--- config.mk ---
export PLATFORM = sky130hd
export DESIGN_NAME = serial_subtractor
export DESIGN_NICKNAME = d
export VERILOG_FILES = /design/src/rtl/serial_subtractor_pkg.sv /design/src/rtl/serial_subtractor_sub_cell.sv /design/src/rtl/serial_subtractor.sv
export SDC_FILE = /design/constraint.sdc
export NUM_CORES = 1
export LEC_CHECK = 0
export ABC_CLOCK_PERIOD_IN_PS = 1600
export BUFFER_PORTS_ARGS = -buffer_cell sky130_fd_sc_hd__buf_2
export CORE_ASPECT_RATIO = 1.75
export CORE_MARGIN = 10
export CORE_UTILIZATION = 52
export CTS_BUF_LIST = sky130_fd_sc_hd__clkbuf_16
export DETAILED_ROUTE_END_ITERATION = 7
export HOLD_SLACK_MARGIN = 0.02
export PLACE_DENSITY = 0.75
export RECOVER_POWER = 50
export SYNTH_ARGS = -nofsm -noshare
export SYNTH_HDL_FRONTEND = slang
export SYNTH_SLANG_ARGS = --single-unit
--- constraint.sdc ---
create_clock -name clk -period 1.6 [get_ports clk]
set_clock_uncertainty 0.15 [all_clocks]
set_input_delay 0.24 -clock clk [delete_from_list [all_inputs] [get_ports clk]]
set_output_delay 0.24 -clock clk [all_outputs]
set_load 0.02 [all_outputs]
--- src/rtl/serial_subtractor_pkg.sv ---
// Shared definitions for the bit-serial subtractor: FSM state encoding and
// the default operand width.
package serial_subtractor_pkg;

    localparam int DEFAULT_WIDTH = 8;

    typedef enum logic [1:0] {
        IDLE = 2'd0,
        RUN  = 2'd1,
        DONE = 2'd2
    } state_e;

    // Bit counter width; never below one bit so the counter stays a legal vector.
    function automatic int cnt_width(input int width);
        return (width > 2) ? $clog2(width) : 1;
    endfunction

endpackage

--- src/rtl/serial_subtractor_sub_cell.sv ---
// One-bit full subtractor cell: difference and borrow for a single bit position.
module sub_cell (
    input  logic a,
    input  logic b,
    input  logic bin,
    output logic d,
    output logic bout
);

    assign d    = a ^ b ^ bin;
    assign bout = (~a & b) | (~(a ^ b) & bin);

endmodule

--- src/rtl/serial_subtractor.sv ---
// Bit-serial unsigned subtractor: op_a - op_b one bit per cycle, LSB first,
// streaming each difference bit and presenting the parallel result with a handshake.
//
// Handshake: result/borrow_out are delivered when res_valid and res_ready are
// both high at a rising edge; until then res_valid, result and borrow_out hold.
module serial_subtractor
    import serial_subtractor_pkg::*;
#(
    parameter int WIDTH = DEFAULT_WIDTH
) (
    input  logic             clk,
    input  logic             rst,
    input  logic             start,
    input  logic [WIDTH-1:0] op_a,
    input  logic [WIDTH-1:0] op_b,
    output logic             busy,
    output logic             diff_bit,
    output logic             diff_bit_vld,
    output logic             res_valid,
    input  logic             res_ready,
    output logic [WIDTH-1:0] result,
    output logic             borrow_out
);

    localparam int CNT_W = cnt_width(WIDTH);
    localparam logic [CNT_W-1:0] LAST_IDX = CNT_W'(WIDTH - 1);

    // Exposed for checkers that bind to the FSM.
    state_e           state;
    logic [WIDTH-1:0] a_sh;
    logic [WIDTH-1:0] b_sh;
    logic             borrow_q;
    logic [CNT_W-1:0] bit_cnt;
    logic             cell_d;
    logic             cell_bout;
    logic             last_bit;

    sub_cell u_sub_cell (
        .a    (a_sh[0]),
        .b    (b_sh[0]),
        .bin  (borrow_q),
        .d    (cell_d),
        .bout (cell_bout)
    );

    assign last_bit = (bit_cnt == LAST_IDX);

    always_ff @(posedge clk) begin
        if (rst) begin
            state        <= IDLE;
            a_sh         <= '0;
            b_sh         <= '0;
            borrow_q     <= 1'b0;
            bit_cnt      <= '0;
            busy         <= 1'b0;
            diff_bit     <= 1'b0;
            diff_bit_vld <= 1'b0;
            res_valid    <= 1'b0;
            result       <= '0;
            borrow_out   <= 1'b0;
        end else begin
            diff_bit_vld <= 1'b0;
            case (state)
                IDLE: begin
                    if (start) begin
                        a_sh     <= op_a;
                        b_sh     <= op_b;
                        borrow_q <= 1'b0;
                        bit_cnt  <= '0;
                        busy     <= 1'b1;
                        state    <= RUN;
                    end
                end
                RUN: begin
                    diff_bit     <= cell_d;
                    diff_bit_vld <= 1'b1;
                    result       <= {cell_d, result[WIDTH-1:1]};
                    borrow_q     <= cell_bout;
                    a_sh         <= a_sh >> 1;
                    b_sh         <= b_sh >> 1;
                    if (last_bit) begin
                        bit_cnt    <= '0;
                        borrow_out <= cell_bout;
                        state      <= DONE;
                    end else begin
                        bit_cnt <= bit_cnt + 1'b1;
                    end
                end
                DONE: begin
                    // res_valid is raised one edge after the last bit lands, so the
                    // handshake only completes once the result has been visible.
                    if (!res_valid) begin
                        res_valid <= 1'b1;
                    end else if (res_ready) begin
                        res_valid <= 1'b0;
                        busy      <= 1'b0;
                        state     <= IDLE;
                    end
                end
                default: begin
                    busy      <= 1'b0;
                    res_valid <= 1'b0;
                    state     <= IDLE;
                end
            endcase
        end
    end

endmodule

After elaboration in Yosys (flattened, before gate mapping). Cells that the tools add are included.

Magnitude comparators: 0. Eq/ne operators: 7. Multiplexer cells: 22. Reductions and logical operators: 7. Add/sub/neg operators: 1. Shifts and indexed selects: 0. Bitwise operators: 8. Divide/modulo/power cells: 0. Multipliers: 0.

Operators with widths (count): $pmux 8 s2 (2); $mux 8 (2); $mux 2 (4); $ne 2x2->1 const B (4); $reduce_and 4->1 (2); $mux 1 (7); $mux 3 (2); $pmux 2 s3 (1); $pmux 3 s2 (1); $pmux 1 s2 (2); $reduce_and 2->1 (2); $add 3x1->3 const B (1); $eq 3x3->1 const B (1); $not 1->1 (3); $pmux 1 s3 (1); $and 1x1->1 (2); $eq 2x1->1 const B (1); $eq 2x2->1 const B (1); $logic_not 2->1 (1); $reduce_bool 2->1 (1); $reduce_or 2->1 (1); $xor 1x1->1 (2); $or 1x1->1 (1).

Latch bits: 0. Memories: 0. Memory bits (read-only): 0. Memory bits (writable): 0. Flip-flop bits (word level): 35.

Depth between registers and ports, before layout. Gate-level depths: netlist of run 1.

Depth in word-level cells: 5. Gate-level depth with buffers: 6.

By module. From an unflattened synthesis of run 1, not the netlist that was laid out.

Cell total of the unflattened synthesis: 158. Area total of the unflattened synthesis: 1545.2 um^2.

Modules (own cells, without submodules): serial_subtractor (instances 1, seq. area each 680.7 um^2, area each 1514.0 um^2, cells each 154); sub_cell (instances 1, seq. area each 0.0 um^2, area each 31.3 um^2, cells each 4).

Least setup slack after synthesis of run 1. Ideal clock, no wire load.

Path kind: reg2reg. Start point: register state[1]. End point: register b_sh[1]. Data required time: 1.370 ns. Stages on the path, launching flop included: 7. Arrival time: 1.070 ns. Setup time: 0.080 ns. Path slack: 0.301 ns. Cell sequence: dfxtp_1 buf_6 o21ba_1 buf_6 buf_12 nor2_2 a211oi_2.

Cells in the longest elaborated chain, start to end: 3. Elaborated cells between the ends (all ways): 6. Classes of those cells: eq/ne (2); mux (1); reduce/logical (3).

RTL lines: from (decl) (RTL line serial_subtractor.sv:29) `state_e state;`; from (signal assigned) (RTL line serial_subtractor.sv:50) `state <= IDLE;`; from (signal assigned) (RTL line serial_subtractor.sv:71) `state <= RUN;`; from (signal assigned) (RTL line serial_subtractor.sv:84) `state <= DONE;`; $eq 2x1->1 or $logic_not 2->1 (tied branches) (RTL line serial_subtractor.sv:63) `case (state)`; $reduce_bool 2->1 (no line) or $ne 2x2->1 (tied branches); $reduce_and 2->1 (no line); to (signal assigned) (RTL line serial_subtractor.sv:67) `b_sh <= op_b;`; to (signal assigned) (RTL line serial_subtractor.sv:80) `b_sh <= b_sh >> 1;`; to (decl) (RTL line serial_subtractor.sv:31) `logic [WIDTH-1:0] b_sh;`.

Parallel ways exist; a longest one is shown, timed or not. A chain may end at the register's enable or synchronous reset.

Worst setup path after layout of run 1.
Start point: register state[1]. End point: register a_sh[4].

Cells in the longest elaborated chain, start to end: 3. Elaborated cells between the ends (all ways): 6. Classes of those cells: eq/ne (2); mux (1); reduce/logical (3).

RTL lines: $eq 2x1->1 or $logic_not 2->1 (tied branches) (RTL line serial_subtractor.sv:63); $reduce_bool 2->1 (no line) or $ne 2x2->1 (tied branches); $reduce_and 2->1 (no line); to (signal assigned) (RTL line serial_subtractor.sv:66) `a_sh <= op_a;`; to (signal assigned) (RTL line serial_subtractor.sv:79) `a_sh <= a_sh >> 1;`; to (decl) (RTL line serial_subtractor.sv:30) `logic [WIDTH-1:0] a_sh;`.

Parallel ways exist; a longest one is shown, timed or not.

==> summary.txt, run 1 <==
Routing
  • Drt first-iter violations: 17
  • Routed length per placed instance: between 10 and 15 µm
  • Final ANT Viol Nets: 0
  • Vias per cell: 5.55
  • Routed WL: around 3200 µm
  • DRC Markers: 0
  • DRT Pass-1 Iters: 4
  • DR vias: about 1200

Worst setup path
  • R2R Path End: a_sh[4]$_SDFFE_PP0P_
  • Crit path launch: state[1]$_SDFFE_PP0P_
  • Kind of critical path: flop to flop
  • CP Capture Type: flop
  • WP data required: 1.63 ns
  • R2r startpoint: state[1]$_SDFFE_PP0P_
  • Critical-path maximum fanout: 28
  • Worst R2R Setup Slack: 0.21 ns
  • CP Capture Point: a_sh[4]$_SDFFE_PP0P_
  • Crit start category: flop
  • R2R cell count: 4
  • Critical path arrival: 1.43 ns

Pwr
  • Leakage: 0.698 nW
  • Switch share: a little under a quarter
  • P_sw: 0.492 mW
  • Internal power: 1.56 mW
  • Pwr Density: around 1200 nW/µm²
  • Peak supply drop: 0.818 mV
  • Clock share of power: roughly 43%
  • Comb pwr share: approximately 12%
  • Sequential Power Share: between 40 and 50%

CTS
  • Clk_lat worst skew: roughly 0.28 ns
  • Root Driver: clkbuf_16
  • CTS tree: done
  • H-tree depth: 2
  • CTS Buffer Depth: 2
  • TritonCTS buffer count: 5
  • CTS sink cnt: 34
  • Hold_buf cts: 0
  • Clk slew on worst S/H paths: around 0.050 ns
  • Post-CTS setup buffers: 0
  • Post-CTS Resized: 0

Synthesis
  • Synthesized net count: roughly 180
  • Seq cells post-synth: 34
  • Yosys cell types: 28
  • Synth Warn #: 0
  • EDFF count, synth: 0
  • Async set or reset register ratio after synthesis: 0%
  • Mapped cell area: 1490 µm²
  • Register area share after synthesis: approximately 46%
  • Syn avg cell area: 9.68 µm²
  • Post-Synthesis Cells: 154
  • Ys flop type: dfxtp_1

Hold path
  • Worst hold path class: input pin to flop

Floorplanning
  • Io pins: 33
  • Full die area: between 5000 and 6000 µm²
  • Total core area: ~2700 µm²
  • Initial Util: 54.8%
  • Die H: 90.8 µm
  • Rows: 25
  • Die W: between 60 and 70 µm

Global routing
  • GRT Total Usage: between 10% and 20%
  • Number of global-route vias before repair: about 1300
  • Largest net degree at the start of global routing: 29
  • Initial antenna violation count: 0
  • Gr ovfl total: 0
  • First-pass GRT wire length: 5410 µm

Finish
  • Layout cells sized above 1: 22.7%
  • Commonest non-fill, non-tap cell in the layout: dfxtp_1
  • Fill cells: about 240
  • Most frequent cells in the layout: 34 x dfxtp_1, 19 x buf_2, 18 x nand2_1, 15 x nor2_1, 15 x a21oi_1
  • Ant. Diodes: 0
  • Fin nets: 207
  • Area growth from synthesis to layout: 18.4%
  • Core Util, Final: 64.8%

STA
  • Max_slew headroom: between 70 and 80%
  • Max Slew Vio Count: 0
  • Worst Tran Pin Value: slightly below 0.4 ns
  • RSZ-0062 raised after global routing: no
  • Fmax: 719 MHz
  • Final setup fails: 0
  • Hold Fails Final Rpt: 0
  • Setup TNS: 0 ns
  • Crit path time final: roughly 1.4 ns
  • Tcrit/Tclk final: 87.0%

Run status
  • Status: completed

Placement
  • HPWL Detailed: about 2400 µm
  • Final GP Congestion: between 0.7 and 0.8
  • Number of buffers added on ports: 32

Job
  • Max_cap viols: 0
cell type report:
cell class              instances  area, µm²  share of cell area [%]
well taps                      27       33.8                    1.91
clock buffers                   5        125                    7.09
multi-input cells             104        699                    39.6
inverters                       2       7.51                   0.426
flip-flops and latches         34        681                    38.6
clock inverters                 3       11.3                   0.638
repair buffers                 37        206                    11.7
critical path: stages, from the launching register on:
cell      delay [ns]
dfxtp_1         0.37
o21ba_1         0.30
buf_12          0.20
nor2_1          0.06
a211oi_1        0.22
flip-flops by register name, summed over array words and instances, names as in the netlist, 2 cells and up:
name     flops
state        2
a_sh         8
b_sh         8
bit_cnt      3
result       7
power groups by stage:
stage                     registers (mW)  logic [mW]  clock network, mW
after global routing               0.931       0.270              0.948
after CTS                          0.926       0.246              0.908
final                              0.926       0.239              0.889
after detailed placement           0.943       0.244                  0
after floorplan                    0.943       0.181                  0
after global placement             0.940       0.232                  0
logic make-up (layout without fill, tap and decap cells):
kind of cell | count (synthesis) | in the layout | share of synthesized area (%)
buffers and inverters | 16 | 47 | 7.39
DFF | 34 | 34 | 45.7
muxes | 14 | 14 | 9.40
and+or+nand+nor | 46 | 46 | 14.0
AOI/OAI and AO/OA | 41 | 41 | 20.5
adders and majority gates | 3 | 3 | 3.02
worst min-delay path by stage:
stage | from | end | slack (ns) | cells past startpoint
after floorplan | op_a[7] | a_sh[7]$_SDFFE_PP0P_ | 0.25 | 2
after global placement | result[0]$_SDFFE_PP0P_ | result[0]$_SDFFE_PP0P_ | 0.30 | 2
after detailed placement | result[0]$_SDFFE_PP0P_ | result[0]$_SDFFE_PP0P_ | 0.31 | 2
after CTS | op_b[7] | b_sh[7]$_SDFFE_PP0P_ | 0.08 | 3
after global routing | op_b[7] | b_sh[7]$_SDFFE_PP0P_ | 0.10 | 3
final | op_b[7] | b_sh[7]$_SDFFE_PP0P_ | 0.08 | 3
metal layers:
metal | wire length, µm | GRT usage (%) | up-vias | share of wire, %
met1 | 1090 | 10.2 | 550 | 34
li1 | - | - | 591 | -
met3 | 263 | 4.93 | 7 | 8.3
met2 | 1740 | 23.5 | 29 | 55
met5 | 0 | 0 | - | 0
met4 | 76 | 6.62 | 0 | 2.4
stage by stage:
stage / std cells / hold slack, ns / setup slack, ns / area (µm²) / total power [mW]
6_report: 212 / 0.0846 / 0.209 / 1760 / 2.05
5_1_grt: 212 / 0.105 / 0.0795 / 1760 / 2.15
4_1_cts: 212 / 0.0816 / 0.195 / 1780 / 2.08
3_5_place_dp: 204 / 0.309 / 0.219 / 1640 / 1.19
3_3_place_gp: 204 / 0.300 / 0.303 / 1640 / 1.17
2_1_floorplan: 154 / 0.250 / 0.301 / 1490 / 1.12
cell usage after synthesis, types with 2 or more instances:
library cell / number / area [µm²]
nor2_1: 15 / 56.3
buf_6: 3 / 33.8
a211oi_2: 7 / 87.6
nor2_2: 6 / 37.5
o21ai_0: 2 / 10.0
a22oi_1: 3 / 22.5
nand3b_1: 2 / 15.0
inv_1: 2 / 7.51
mux2i_1: 14 / 140
a211oi_1: 8 / 60.1
nand2b_1: 3 / 18.8
a21oi_1: 15 / 75.1
buf_2: 3 / 15.0
dfxtp_1: 34 / 681
ha_1: 2 / 25.0
o21bai_1: 2 / 15.0
clkbuf_1: 5 / 18.8
nand2_1: 18 / 67.6
No activity file was read; power rests on OpenSTA's default activity.
==> inputs of run 2 (changes only) <==
--- a/config.mk
+++ b/config.mk
@@ -12,7 +12,7 @@
 export CORE_UTILIZATION = 52
 export CTS_BUF_LIST = sky130_fd_sc_hd__clkbuf_16
 export DETAILED_ROUTE_END_ITERATION = 7
-export HOLD_SLACK_MARGIN = 0.02
+export HOLD_SLACK_MARGIN = 0.15
 export PLACE_DENSITY = 0.75
 export RECOVER_POWER = 50
 export SYNTH_ARGS = -nofsm -noshare
==> run 2 against run 1 <==
Critical path type unchanged; core utilization up 1.1 points; first-iteration DRC count up 29%; critical path depth unchanged; global-route usage up 0.11 points; sequential share of layout area down 0.65 points; die area unchanged; maximum frequency about the same; final cell count up 1.4%; via count up 1.0%; design area up 1.7%.
==> summary.txt, run 2 (same netlist as run 1, synthesis figures left out) <==
STA
  • Final WS setup: ~0.21 ns
  • Crit path time final: 1.39 ns
  • Final setup fails: 0
  • Fmax: between 700 and 800 MHz
  • Max_slew headroom: about 73%
  • Worst Tran Pin Value: 0.402 ns
  • Hold Fails Final Rpt: 0
  • Setup TNS: 0 ns
  • Max Slew Vio Count: 0
  • RSZ-0062 raised after global routing: no
  • Tcrit/Tclk final: a little under 90%

Routing
  • Vias per cell: between 5 and 6
  • Top Layer Used: met4
  • DR vias: 1189
  • Wire length on met2: 1750 µm
  • DRT Pass-1 Iters: 4
  • Drt first-iter violations: 22
  • Routed length per placed instance: roughly 15 µm
  • DRC Markers: 0
  • Routed WL: around 3200 µm
  • Final ANT Viol Nets: 0
  • DRT met1 WL: about 1100 µm
  • Metal3 WL: around 250 µm

Worst setup path
  • Worst R2R Setup Slack: a little over 0.2 ns
  • R2r startpoint: state[1]$_SDFFE_PP0P_
  • R2R cell count: 4
  • Kind of critical path: flop to flop
  • CP Capture Type: flop
  • Crit start category: flop
  • WP data required: approximately 1.6 ns
  • Critical path arrival: between 1 and 1.5 ns
  • Critical-path maximum fanout: 28
  • R2R Path End: a_sh[4]$_SDFFE_PP0P_

Global routing
  • Gr ovfl total: 0
  • Number of global-route vias before repair: roughly 1300
  • Largest net degree at the start of global routing: 29
  • First-pass GRT wire length: roughly 5500 µm
  • GRT Total Usage: 12.7%
  • Initial antenna violation count: 0

Run status
  • Status: completed

Finish
  • Core Util, Final: roughly two thirds
  • Ant. Diodes: 0
  • Area growth from synthesis to layout: 20.4%
  • Fin nets: 210
  • Commonest non-fill, non-tap cell in the layout: dfxtp_1
  • Layout cells sized above 1: between 20 and 25%
  • Most frequent cells in the layout: 34 x dfxtp_1, 19 x buf_2, 18 x nand2_1, 15 x nor2_1, 15 x a21oi_1
  • Biggest regs: a_sh x8, b_sh x8, result x7

CTS
  • CTS Buffer Depth: 2
  • CTS tree: done
  • Clk_lat worst skew: approximately 0.28 ns
  • TritonCTS buffer count: 5
  • H-tree depth: 2
  • CTS sink cnt: 34
  • Clk slew on worst S/H paths: roughly 0.050 ns
  • Root Driver: clkbuf_16
  • Post-CTS setup buffers: 0

Pwr
  • Pwr Density: about 1100 nW/µm²
  • Leakage: between 0.7 and 0.8 nW
  • Design Power: a little over 2 mW
  • Peak supply drop: slightly above 0.8 mV

Floorplanning
  • Io pins: 33
  • Total core area: ~2700 µm²
  • Initial Util: 54.8%
  • Die W: 60.5 µm
  • Full die area: roughly 5500 µm²
  • Die H: 90.8 µm
  • Rows: 25

Job
  • Max_cap viols: 0

Placement
  • HPWL Detailed: between 2000 and 2500 µm
  • Setup WS pre-CTS: between 0.2 and 0.25 ns
  • Number of buffers added on ports: 32
  • Final GP Congestion: 0.734

Hold path
  • Hold path cells: 4
  • Hold Path End: res_valid$_SDFFE_PP0N_
  • Worst Hold Launch: res_ready
  • Worst hold path class: input pin to flop
==> run 2: cell count changes in the layout (fill, tap and decap cells not counted) <==
cell / delta
dlygate4sd3_1: +3
==> run 2: worst max-delay path: stages, from the launching register on <==
cell and delay [ns]:
dfxtp_1 0.37, o21ba_1 0.30, buf_12 0.20, nor2_1 0.06
a211oi_1 0.22
==> run 2: timing repair <==
action | CTS | global route
endpoints found under the hold margin | 3 | 0
gates resized for setup | 0 | 0
hold buffers | 3 | 0
==> run 2: worst max path at each step <==
stage | start | endpoint | slack [ns] | depth (start not counted)
floorplan | state[1]$_SDFFE_PP0P_ | b_sh[1]$_SDFFE_PP0P_ | 0.30 | 6
global placement | state[1]$_SDFFE_PP0P_ | a_sh[1]$_SDFFE_PP0P_ | 0.30 | 4
detailed placement | state[1]$_SDFFE_PP0P_ | a_sh[4]$_SDFFE_PP0P_ | 0.22 | 4
CTS | state[1]$_SDFFE_PP0P_ | a_sh[4]$_SDFFE_PP0P_ | 0.19 | 4
global route | state[1]$_SDFFE_PP0P_ | a_sh[4]$_SDFFE_PP0P_ | 0.08 | 4
finish | state[1]$_SDFFE_PP0P_ | a_sh[4]$_SDFFE_PP0P_ | 0.21 | 4
==> run 2: layer usage <==
layer  vias to the layer above  global-route usage, %
met5                         -                      0
li1                        597                      -
met1                       555                   10.7
met4                         0                   6.62
met2                        29                   23.5
met3                         8                   4.65
==> run 2: through the flow <==
step,hold WS [ns],instances,area [µm²]
floorplan,0.250,154,1490
CTS,0.152,215,1810
detailed placement,0.309,204,1640
finish,0.153,215,1790
global route,0.177,215,1790
global placement,0.300,204,1640
==> run 2: cell type report <==
class	instances	area, µm²
clock buffer	5	125
clock inverter	3	11.3
fill	234	927
inverter	2	7.51
multi-input combinational	104	699
sequential	34	681
tap	27	33.8
timing repair buffer	40	236
==> run 2: power breakdown <==
part / switching (mW) / total (mW) / internal (mW) / leakage [nW]
combinational: 0.133 / 0.245 / 0.113 / 0.365
sequential: 0.0300 / 0.926 / 0.896 / 0.279
clock: 0.330 / 0.889 / 0.559 / 0.0663
total: 0.493 / 2.06 / 1.57 / 0.711
